### src/rtl/fp16_pkg.sv
// Shared definitions for the sequential FP16 multiplier: field widths, bias,
// saturation value, FSM encoding and operand-unpack helpers.
package fp16_pkg;

    localparam int unsigned FP16_EXP_W      = 5;
    localparam int unsigned FP16_MANT_W     = 10;
    localparam int unsigned FP16_SIG_W      = FP16_MANT_W + 1;
    localparam int unsigned FP16_PROD_W     = 2 * FP16_SIG_W;
    localparam int unsigned FP16_POS_W      = $clog2(FP16_PROD_W);
    localparam int unsigned FP16_BIAS       = 15;
    localparam logic [14:0] FP16_MAX_FINITE = 15'h7BFF;

    typedef enum logic [2:0] {
        StIdle,
        StUnpack,
        StMul,
        StNorm,
        StDenorm,
        StRound,
        StOut
    } state_e;

    // Significand with hidden bit; denormals get a hidden 0.
    function automatic logic [FP16_SIG_W-1:0] fp16_sig(input logic [15:0] x);
        return {(x[14:10] != '0), x[9:0]};
    endfunction

    // Effective exponent; denormals behave as exponent 1, zero stays 0.
    function automatic logic [FP16_EXP_W-1:0] fp16_exp(input logic [15:0] x);
        logic [FP16_EXP_W-1:0] e;
        e = x[14:10];
        if (x[14:10] == '0) begin
            e = (x[9:0] != '0) ? 5'd1 : 5'd0;
        end
        return e;
    endfunction

    function automatic logic fp16_is_zero(input logic [15:0] x);
        return (x[14:0] == '0);
    endfunction

endpackage

### src/rtl/fp16_lzd.sv
// Leading-one detector over the 22-bit raw product.
module fp16_lzd
    import fp16_pkg::*;
(
    input  logic [FP16_PROD_W-1:0] vec_i,
    output logic [FP16_POS_W-1:0]  pos_o,
    output logic                   valid_o
);

    // Ascending scan: the highest set bit is the last one written.
    always_comb begin
        pos_o   = '0;
        valid_o = 1'b0;
        for (int i = 0; i < int'(FP16_PROD_W); i++) begin
            if (vec_i[i]) begin
                pos_o   = FP16_POS_W'(i);
                valid_o = 1'b1;
            end
        end
    end

endmodule

### src/rtl/fp16_mul.sv
// Sequential FP16 multiplier: unpack, 11-cycle shift-add, normalise,
// denormalise, round, pack with saturation (no Inf/NaN handling).
// Optional macro FP16_MUL_RNE_EN selects round-to-nearest-even; otherwise
// rounding is round-half-up and no sticky state is built.
module fp16_mul
    import fp16_pkg::*;
(
    input  logic        clk,
    input  logic        rst_n,
    input  logic [15:0] data_a,
    input  logic [15:0] data_b,
    input  logic        input_valid,
    output logic [15:0] data_p,
    output logic        output_update,
    output logic        idle
);

    localparam logic signed [7:0] ExpBias = 8'(FP16_BIAS);
    localparam logic [3:0]        MulIter = 4'(FP16_SIG_W);

    state_e state_q, state_d;

    logic [15:0]            opa_q, opa_d, opb_q, opb_d;
    logic                   sign_q, sign_d;
    logic signed [7:0]      exp_q, exp_d;
    logic [FP16_PROD_W-1:0] mcand_q, mcand_d, prod_q, prod_d;
    logic [FP16_SIG_W-1:0]  mplier_q, mplier_d, mant_q, mant_d;
    logic [3:0]             cnt_q, cnt_d;
    logic                   guard_q, guard_d;
    logic                   zero_q, zero_d;
    logic [15:0]            data_p_q, data_p_d;
    logic                   upd_q, upd_d;
    logic                   idle_q, idle_d;
`ifdef FP16_MUL_RNE_EN
    logic                   sticky_q, sticky_d;
    logic [9:0]             norm_low;
    logic                   den_lost;
`endif

    logic [FP16_POS_W-1:0]  lead_pos;
    logic                   lead_valid;
    logic [11:0]            norm_top;
    logic signed [7:0]      exp_a_s, exp_b_s, lead_s;
    logic [7:0]             den_sh;
    logic [11:0]            den_top;
    logic                   round_inc;
    logic [11:0]            rnd_sum;

    fp16_lzd u_lzd (
        .vec_i   (prod_q),
        .pos_o   (lead_pos),
        .valid_o (lead_valid)
    );

    assign exp_a_s = {3'b000, fp16_exp(opa_q)};
    assign exp_b_s = {3'b000, fp16_exp(opb_q)};
    assign lead_s  = {3'b000, lead_pos};

    // Align the leading one to bit 21: [21:11] mantissa, [10] guard.
`ifdef FP16_MUL_RNE_EN
    assign {norm_top, norm_low} = prod_q << (5'(FP16_PROD_W - 1) - lead_pos);
`else
    assign norm_top = 12'((prod_q << (5'(FP16_PROD_W - 1) - lead_pos)) >> 10);
`endif

    // Right shift of {mant, guard}; the new guard is the last bit shifted out.
    assign den_sh  = 8'sd1 - exp_q;
    assign den_top = {mant_q, guard_q} >> den_sh;
`ifdef FP16_MUL_RNE_EN
    assign den_lost  = |({mant_q, guard_q} & ((12'd1 << den_sh) - 12'd1));
    assign round_inc = guard_q & (sticky_q | mant_q[0]);
`else
    assign round_inc = guard_q;
`endif
    assign rnd_sum = {1'b0, mant_q} + {11'b0, round_inc};

    // Next-state and datapath updates; every register holds unless its state acts.
    always_comb begin
        state_d  = state_q;
        opa_d    = opa_q;
        opb_d    = opb_q;
        sign_d   = sign_q;
        exp_d    = exp_q;
        mcand_d  = mcand_q;
        prod_d   = prod_q;
        mplier_d = mplier_q;
        mant_d   = mant_q;
        cnt_d    = cnt_q;
        guard_d  = guard_q;
        zero_d   = zero_q;
        data_p_d = data_p_q;
        upd_d    = 1'b0;
        idle_d   = idle_q;
`ifdef FP16_MUL_RNE_EN
        sticky_d = sticky_q;
`endif
        unique case (state_q)
            StIdle: begin
                if (input_valid) begin
                    opa_d   = data_a;
                    opb_d   = data_b;
                    idle_d  = 1'b0;
                    state_d = StUnpack;
                end else begin
                    idle_d  = 1'b1;
                end
            end
            StUnpack: begin
                sign_d   = opa_q[15] ^ opb_q[15];
                exp_d    = exp_a_s + exp_b_s - ExpBias;
                zero_d   = fp16_is_zero(opa_q) | fp16_is_zero(opb_q);
                mcand_d  = {{FP16_SIG_W{1'b0}}, fp16_sig(opa_q)};
                mplier_d = fp16_sig(opb_q);
                prod_d   = '0;
                mant_d   = '0;
                guard_d  = 1'b0;
`ifdef FP16_MUL_RNE_EN
                sticky_d = 1'b0;
`endif
                if (zero_d) begin
                    state_d = StOut;
                end else begin
                    cnt_d   = MulIter;
                    state_d = StMul;
                end
            end
            StMul: begin
                if (mplier_q[0]) begin
                    prod_d = prod_q + mcand_q;
                end
                mcand_d  = mcand_q << 1;
                mplier_d = mplier_q >> 1;
                cnt_d    = cnt_q - 4'd1;
                if (cnt_q == 4'd1) begin
                    state_d = StNorm;
                end
            end
            StNorm: begin
                if (lead_valid) begin
                    mant_d  = norm_top[11:1];
                    guard_d = norm_top[0];
                    exp_d   = exp_q + lead_s - 8'sd20;
`ifdef FP16_MUL_RNE_EN
                    sticky_d = |norm_low;
`endif
                end else begin
                    mant_d  = '0;
                    guard_d = 1'b0;
                end
                state_d = StDenorm;
            end
            StDenorm: begin
                if (exp_q < 8'sd1) begin
                    exp_d = 8'sd0;
                    if (den_sh > 8'd12) begin
                        mant_d  = '0;
                        guard_d = 1'b0;
`ifdef FP16_MUL_RNE_EN
                        sticky_d = sticky_q | guard_q | (|mant_q);
`endif
                    end else begin
                        mant_d  = den_top[11:1];
                        guard_d = den_top[0];
`ifdef FP16_MUL_RNE_EN
                        sticky_d = sticky_q | den_lost;
`endif
                    end
                end
                state_d = StRound;
            end
            StRound: begin
                if (rnd_sum[11]) begin
                    mant_d = rnd_sum[11:1];
                    exp_d  = exp_q + 8'sd1;
                end else begin
                    mant_d = rnd_sum[10:0];
                    // A denormal that rounds up into bit 10 becomes the smallest normal.
                    if (exp_q == 8'sd0 && rnd_sum[10]) begin
                        exp_d = 8'sd1;
                    end
                end
                state_d = StOut;
            end
            StOut: begin
                if (exp_q > 8'sd30) begin
                    data_p_d = {sign_q, FP16_MAX_FINITE};
                end else if (zero_q || mant_q == '0) begin
                    data_p_d = 16'h0000;
                end else begin
                    data_p_d = {sign_q, exp_q[4:0], mant_q[9:0]};
                end
                upd_d   = 1'b1;
                idle_d  = 1'b1;
                state_d = StIdle;
            end
            default: begin
                state_d = StIdle;
                idle_d  = 1'b1;
            end
        endcase
    end

    // FSM state register.
    always_ff @(posedge clk or negedge rst_n) begin
        if (!rst_n) begin
            state_q <= StIdle;
        end else begin
            state_q <= state_d;
        end
    end

    // Datapath and output registers.
    always_ff @(posedge clk or negedge rst_n) begin
        if (!rst_n) begin
            opa_q    <= '0;
            opb_q    <= '0;
            sign_q   <= 1'b0;
            exp_q    <= '0;
            mcand_q  <= '0;
            prod_q   <= '0;
            mplier_q <= '0;
            mant_q   <= '0;
            cnt_q    <= '0;
            guard_q  <= 1'b0;
            zero_q   <= 1'b0;
            data_p_q <= '0;
            upd_q    <= 1'b0;
            idle_q   <= 1'b1;
`ifdef FP16_MUL_RNE_EN
            sticky_q <= 1'b0;
`endif
        end else begin
            opa_q    <= opa_d;
            opb_q    <= opb_d;
            sign_q   <= sign_d;
            exp_q    <= exp_d;
            mcand_q  <= mcand_d;
            prod_q   <= prod_d;
            mplier_q <= mplier_d;
            mant_q   <= mant_d;
            cnt_q    <= cnt_d;
            guard_q  <= guard_d;
            zero_q   <= zero_d;
            data_p_q <= data_p_d;
            upd_q    <= upd_d;
            idle_q   <= idle_d;
`ifdef FP16_MUL_RNE_EN
            sticky_q <= sticky_d;
`endif
        end
    end

    assign data_p        = data_p_q;
    assign output_update = upd_q;
    assign idle          = idle_q;

endmodule

### config.mk
export PLATFORM = sky130hd
export DESIGN_NAME = fp16_mul
export DESIGN_NICKNAME = d
export VERILOG_FILES = /design/src/rtl/fp16_pkg.sv /design/src/rtl/fp16_lzd.sv /design/src/rtl/fp16_mul.sv
export SDC_FILE = /design/constraint.sdc
export NUM_CORES = 1
export LEC_CHECK = 0
export ABC_AREA = 1
export CAP_MARGIN = 0
export CELL_PAD_IN_SITES_DETAIL_PLACEMENT = 0
export CELL_PAD_IN_SITES_GLOBAL_PLACEMENT = 1
export CORE_MARGIN = 2
export CORE_UTILIZATION = 34
export CTS_CLUSTER_SIZE = 25
export DETAILED_ROUTE_END_ITERATION = 12
export MAX_ROUTING_LAYER = met4
export PLACE_DENSITY_LB_ADDON = 0.1
export SLEW_MARGIN = 15
export SYNTH_ARGS = -nofsm -noshare
export SYNTH_HDL_FRONTEND = slang
export SYNTH_HIERARCHICAL = 1
export SYNTH_SLANG_ARGS = --single-unit
### constraint.sdc
create_clock -name clk -period 3.6 [get_ports clk]
set_input_delay 0.36 -clock clk [delete_from_list [all_inputs] [get_ports clk]]
set_output_delay 0.36 -clock clk [all_outputs]
set_load 0.02 [all_outputs]
==> results of run 1 <==
==> cells by family after synthesis <==
kind of cell | Yosys count | synth area share, %
adders and majority gates | 59 | 7.54
xor gates and xnor gates | 22 | 1.98
DFF | 134 | 33.3
AOI/OAI and AO/OA | 311 | 17.5
and+or+nand+nor | 693 | 30.2
buffers and inverters | 233 | 9.49
==> Yosys cell counts, types with 5 or more instances <==
library cell and number:
nor2_2 7, buf_2 22, nor2_1 85, a31oi_1 8, o221ai_1 11, nand2_2 12, ha_1 56, xor2_1 15
a21oi_1 76, o21bai_1 5, o22ai_1 28, inv_1 153, nand4_1 17, nand2_1 428, inv_2 13, nor4_1 6
nor3_1 14, clkbuf_1 30, o21ai_1 13, xnor2_1 6, nor2_4 10, o211ai_1 16, nand3_1 91, o21ai_0 131
dfrtp_1 133
==> flip-flops by register name, summed over array words and instances, names as in the netlist <==
signal / flops
mcand_q: 22
prod_q: 22
data_p: 16
opa_q: 16
opb_q: 16
mant_q: 11
mplier_q: 11
exp_q: 8
cnt_q: 4
state_q: 3
guard_q: 1
idle: 1
output_update: 1
sign_q: 1
zero_q: 1
==> through the flow <==
stage,hold slack [ns],utilization [%]
2_1_floorplan,0.0644,-
3_3_place_gp,0.445,37.5
3_5_place_dp,0.445,37.5
4_1_cts,0.437,39.5
5_1_grt,0.467,39.5
6_report,0.449,39.5
==> worst max-delay path, stage by stage, from the launching register on <==
cell and delay [ns]:
dfrtp_1 0.47, nor2_1 0.27, inv_1 0.11, nor2_1 0.14, inv_1 0.11, a31oi_1 0.34, inv_1 0.09, ha_1 0.29
inv_1 0.04, ha_1 0.34, nand3_1 0.09, nand2_1 0.09, nand2_1 0.07, a21oi_1 0.12, nor2_1 0.06, nand2_1 0.05
nand2_1 0.04, o21ai_0 0.14, nand2_1 0.07, nand2_1 0.06, nand2_1 0.05, nand2_1 0.07
==> worst paths after layout <==
kind	slack, ns	end	cells past startpoint	startpoint
max	0.43	exp_q[7]	21	prod_q[20]
min	0.45	opb_q[4]	3	data_b[4]
max reg2reg	0.43	exp_q[7]	21	prod_q[20]
min reg2reg	0.50	data_p[4]	2	data_p[4]
max in group asynchronous	2.20	idle	3	rst_n
min in group asynchronous	0.50	mant_q[9]	2	rst_n
==> layer usage <==
| layer | track usage (%) | vias to the layer above | part of all wire [%] |
|---|---|---|---|
| li1 | - | 4902 | - |
| met1 | 28.1 | 4478 | 49 |
| met2 | 35.4 | 144 | 48 |
| met3 | 2.71 | 27 | 2.3 |
| met4 | 5.41 | 0 | 1.2 |
| met5 | - | - | 0 |
==> final cells by class <==
type,count,share of cell area (%)
Clock buffer,19,3.81
Clock inverter,12,1.03
Inverter,171,5.59
Multi-Input combinational cell,1085,49.8
Sequential cell,134,28.9
Tap cell,390,4.20
Timing Repair Buffer,86,6.74
==> timing repair <==
item                                   4_1_cts  5_1_grt
endpoints found under the hold margin       12        0
setup endpoints to repair                    0        8
hold buffers                                 1        0
setup buffers                                0        1
gates resized for setup                      0        3
==> impl_metrics.toml, run 1 <==
[outcome]
status = "finished, final reports clean"

[floorplanning]
core_area_um2 = 29400
placementRows = 63
initial_core_util_pct = 34.3
fp.dieH_um = 176
die_area_um2 = 31100
die_width_um = 176
ios = 53

[detailed_routing]
routedWlPerCell_um = 16.5
vias_per_cell = 5.03
antenna_left = 0
first_pass_iters = 5
wl_um = 31400
dr_total_vias = 9551
dr.first_iter.drc_count = 611
drc = 0

[logic_synthesis]
ys_ff_latch = 134
synth_largest_area_cell = "dfrtp_1"
synth_area_leaders = "dfrtp_1 (33%), nand2_1 (16%), ha_1 (6.9%)"
netlist_instances = 1452
avgSynthCellArea_um2 = 6.95
yosysWarnings = 6
synth_area_um2 = 10100
seq_area_frac_synth_pct = 33.3
synth_edf_count = 0
ys_async_sr_fraction_pct = 100
yosys_most_used_dff = "dfrtp_1"
synth_cell_type_count = 59
synth.net_count = 1546
synth_top_area_share_pct = 33.0

[clock_network]
cts_tree = "done"
clock-root-buffer = "clkbuf_16"
h-tree-depth = 4
clk_latency_ns = 0.44
cts_buffers = 17
clock-sinks = 134
clk_pin_slew_ns = 0.07
cts.path.max_buffers = 2

[critical_path]
worstPathMaxFanout = 6
cp.required_ns = 3.97
cp.arrival_ns = 3.55
crit_type = "register to register"
worstSetupStartpointType = "register"
critPathCaptureType = "register"

[finish]
mostFrequentLayoutCells = "nand2_1 (427), inv_1 (153), dfrtp_1 (133)"
nets = 1589
multi_input_area_um2 = 5780
seq_area_um2 = 3350
n_antenna_cell = 0
fin_cells = 1897
drive_gt1_share_pct = 8.96
area_growth_syn_to_layout_pct = 15.2
final_common_cell = "nand2_1"
finalInstanceArea_um2 = 11600
final.fill_count = 3158

[place]
dp_hpwl_um = 24200
dp_slack_ns = 0.333
post_dp_cell_area_um2 = 11000
portBuffers = 52
dp_cells = 1864
place.gp.congestion = 0.879

[sta]
fmaxAchievable_mhz = 315
period_needed_ns = 3.17
hold_viol = 0
rsz0062_at_grt = "false"
relSlewSlack_pct = 49.2
finalSetupViolCount = 0
skew_ns = 0.0101
worst_slew_pin_slew_ns = 0.762
post-route-period-util_pct = 88.2
setup_slack_ns = 0.426
finalSetupTns_ns = 0
report.final.slew_viol_count = 0

[global_routing]
grt_max_degree = 74
grt.overflow.total = 0
grt_antenna_before_repair = 0
grtUsageTotal_pct = 21.5
grt_pass1_vias = 9307
grt_pass1_wl_um = 50900

[job]
maxCapViolations = 0

[hold_path]
hold_class = "primary input to register"
Power of run 1 is not shown: default switching activity piles up to over one toggle a cycle in this logic, so the estimate is an artifact.
==> run 2: changes to the inputs <==
--- a/config.mk
+++ b/config.mk
@@ -15,6 +15,7 @@
 export DETAILED_ROUTE_END_ITERATION = 12
 export MAX_ROUTING_LAYER = met4
 export PLACE_DENSITY_LB_ADDON = 0.1
+export SETUP_SLACK_MARGIN = 0.4
 export SLEW_MARGIN = 15
 export SYNTH_ARGS = -nofsm -noshare
 export SYNTH_HDL_FRONTEND = slang
==> impl_metrics.toml, run 2 (synthesis gave the netlist of run 1 again) <==
[hold_path]
hold_end = "opb_q[4]"
hold_class = "primary input to register"
hold_depth = 3
hold_start = "data_b[4]"

[detailed_routing]
dr_total_vias = 9631
dr.first_iter.drc_count = 651
vias_per_cell = 5.06
drc = 0
first_pass_iters = 5
routedWlPerCell_um = 16.6
antenna_left = 0
wl_um = 31700

[critical_path]
worstPathMaxFanout = 3
reg2reg_slack_ns = 0.50
cpPeakStageDelay_ns = 0.40
cp_common_cell = "nand2_1"
cp_slowest_cell = "dfrtp_1"
cp.required_ns = 3.98
rr_endpoint = "exp_q[7]"
worstSetupStartpointType = "register"
critPathCaptureType = "register"
crit_type = "register to register"
r2r_start = "prod_q[2]"
rr_worst_depth = 38
cp.arrival_ns = 3.48

[outcome]
status = "finished, final reports clean"

[global_routing]
use_met1_pct = 28.1
grtUsageMet3_pct = 2.71
grt_antenna_before_repair = 0
grtUsageTotal_pct = 21.5
grt_pass1_vias = 9314
busiest_layer = "met2"
grt_pass1_wl_um = 51000
grt_util_met2_pct = 35.5
grt_max_degree = 74
grt.overflow.total = 0

[floorplanning]
die_width_um = 176
ios = 53
fp.dieH_um = 176
core_area_um2 = 29400
die_area_um2 = 31100
initial_core_util_pct = 34.3
placementRows = 63

[sta]
hold_slack_ns = 0.447
fmaxAchievable_mhz = 322
setup_slack_ns = 0.497
post-route-period-util_pct = 86.2
finalSetupViolCount = 0
hold_viol = 0
finalSetupTns_ns = 0
relSlewSlack_pct = 49.1
skew_ns = 0.00996
report.final.slew_viol_count = 0
rsz0062_at_grt = "true"
worst_slew_pin_slew_ns = 0.763
period_needed_ns = 3.10

[finish]
top_regs = "mcand_q x22, prod_q x22"
n_antenna_cell = 0
mostFrequentLayoutCells = "nand2_1 (424), inv_1 (147), dfrtp_1 (133)"
final_common_cell = "nand2_1"
area_growth_syn_to_layout_pct = 17.1
fin_util_pct = 40.2
nets = 1597
drive_gt1_share_pct = 10.5

[place]
portBuffers = 52
dp_hpwl_um = 24200
dp_slack_ns = 0.333
place.gp.congestion = 0.879

[clock_network]
clock-sinks = 134
h-tree-depth = 4
cts.path.max_buffers = 2
cts_buffers = 17
clk_latency_ns = 0.44
cts_tree = "done"
clock-root-buffer = "clkbuf_16"
clk_pin_slew_ns = 0.07

[job]
maxCapViolations = 0
==> run 2: how the worst max path moves through the flow <==
stage | endpoint | slack [ns] | depth (start not counted) | from
after floorplan | exp_q[7] | 0.70 | 38 | prod_q[2]
after global placement | exp_q[7] | 0.34 | 38 | prod_q[2]
after detailed placement | exp_q[7] | 0.33 | 38 | prod_q[2]
after CTS | exp_q[7] | 0.45 | 38 | prod_q[2]
after global routing | exp_q[7] | 0.15 | 38 | prod_q[2]
final | exp_q[7] | 0.50 | 38 | prod_q[2]
==> run 2: layout make-up <==
| type | count | area, µm² |
|---|---|---|
| Inverter | 171 | 661 |
| Timing Repair inverter | 1 | 5.00 |
| Sequential cell | 134 | 3350 |
| Tap cell | 390 | 488 |
| Fill cell | 3144 | 17600 |
| Timing Repair Buffer | 93 | 887 |
| Multi-Input combinational cell | 1085 | 5850 |
| Clock buffer | 19 | 443 |
| Clock inverter | 12 | 120 |
==> run 2: repair_timing <==
item                                    CTS  global route
buffers inserted                          1             5
pin swaps                                 0            10
hold buffers                              1             0
endpoints found under the setup margin    1            16
gates resized for setup                   3            33
hold endpoints to repair                 12             0
gates cloned                              0             3
==> run 2: layer usage <==
layer | share of wire, % | vias to the layer above | routed length [µm]
met1 | 48 | 4537 | 15200
li1 | - | 4917 | -
met4 | 1.3 | 0 | 415
met5 | 0 | - | 0
met2 | 48 | 152 | 15300
met3 | 2.6 | 25 | 826
==> run 2: stage by stage <==
stage                     cells  instance area (µm²)
after floorplan            1452                10100
after detailed placement   1864                11000
final                      1905                11800
after CTS                  1897                11600
after global placement     1864                11000
after global routing       1905                11800
==> run 2: critical path, delay by kind of cell, from the launching register on <==
kind / cells / cell delay [ns]
flops: 1 / 0.40
fa+ha+maj: 3 / 0.64
compound gates: 2 / 0.26
simple gates: 30 / 1.57
buf+inv: 3 / 0.16
Power of run 2 is left out for the same reason.
==> run 3: changes to the inputs <==
--- a/config.mk
+++ b/config.mk
@@ -16,6 +16,7 @@
 export MAX_ROUTING_LAYER = met4
 export PLACE_DENSITY_LB_ADDON = 0.1
 export SETUP_SLACK_MARGIN = 0.4
+export SKIP_LAST_GASP = 1
 export SLEW_MARGIN = 15
 export SYNTH_ARGS = -nofsm -noshare
 export SYNTH_HDL_FRONTEND = slang
==> results of run 3 <==
No change in the layout: final DEF, timing and power equal those of run 2.
Power of run 3 is left out for the same reason.
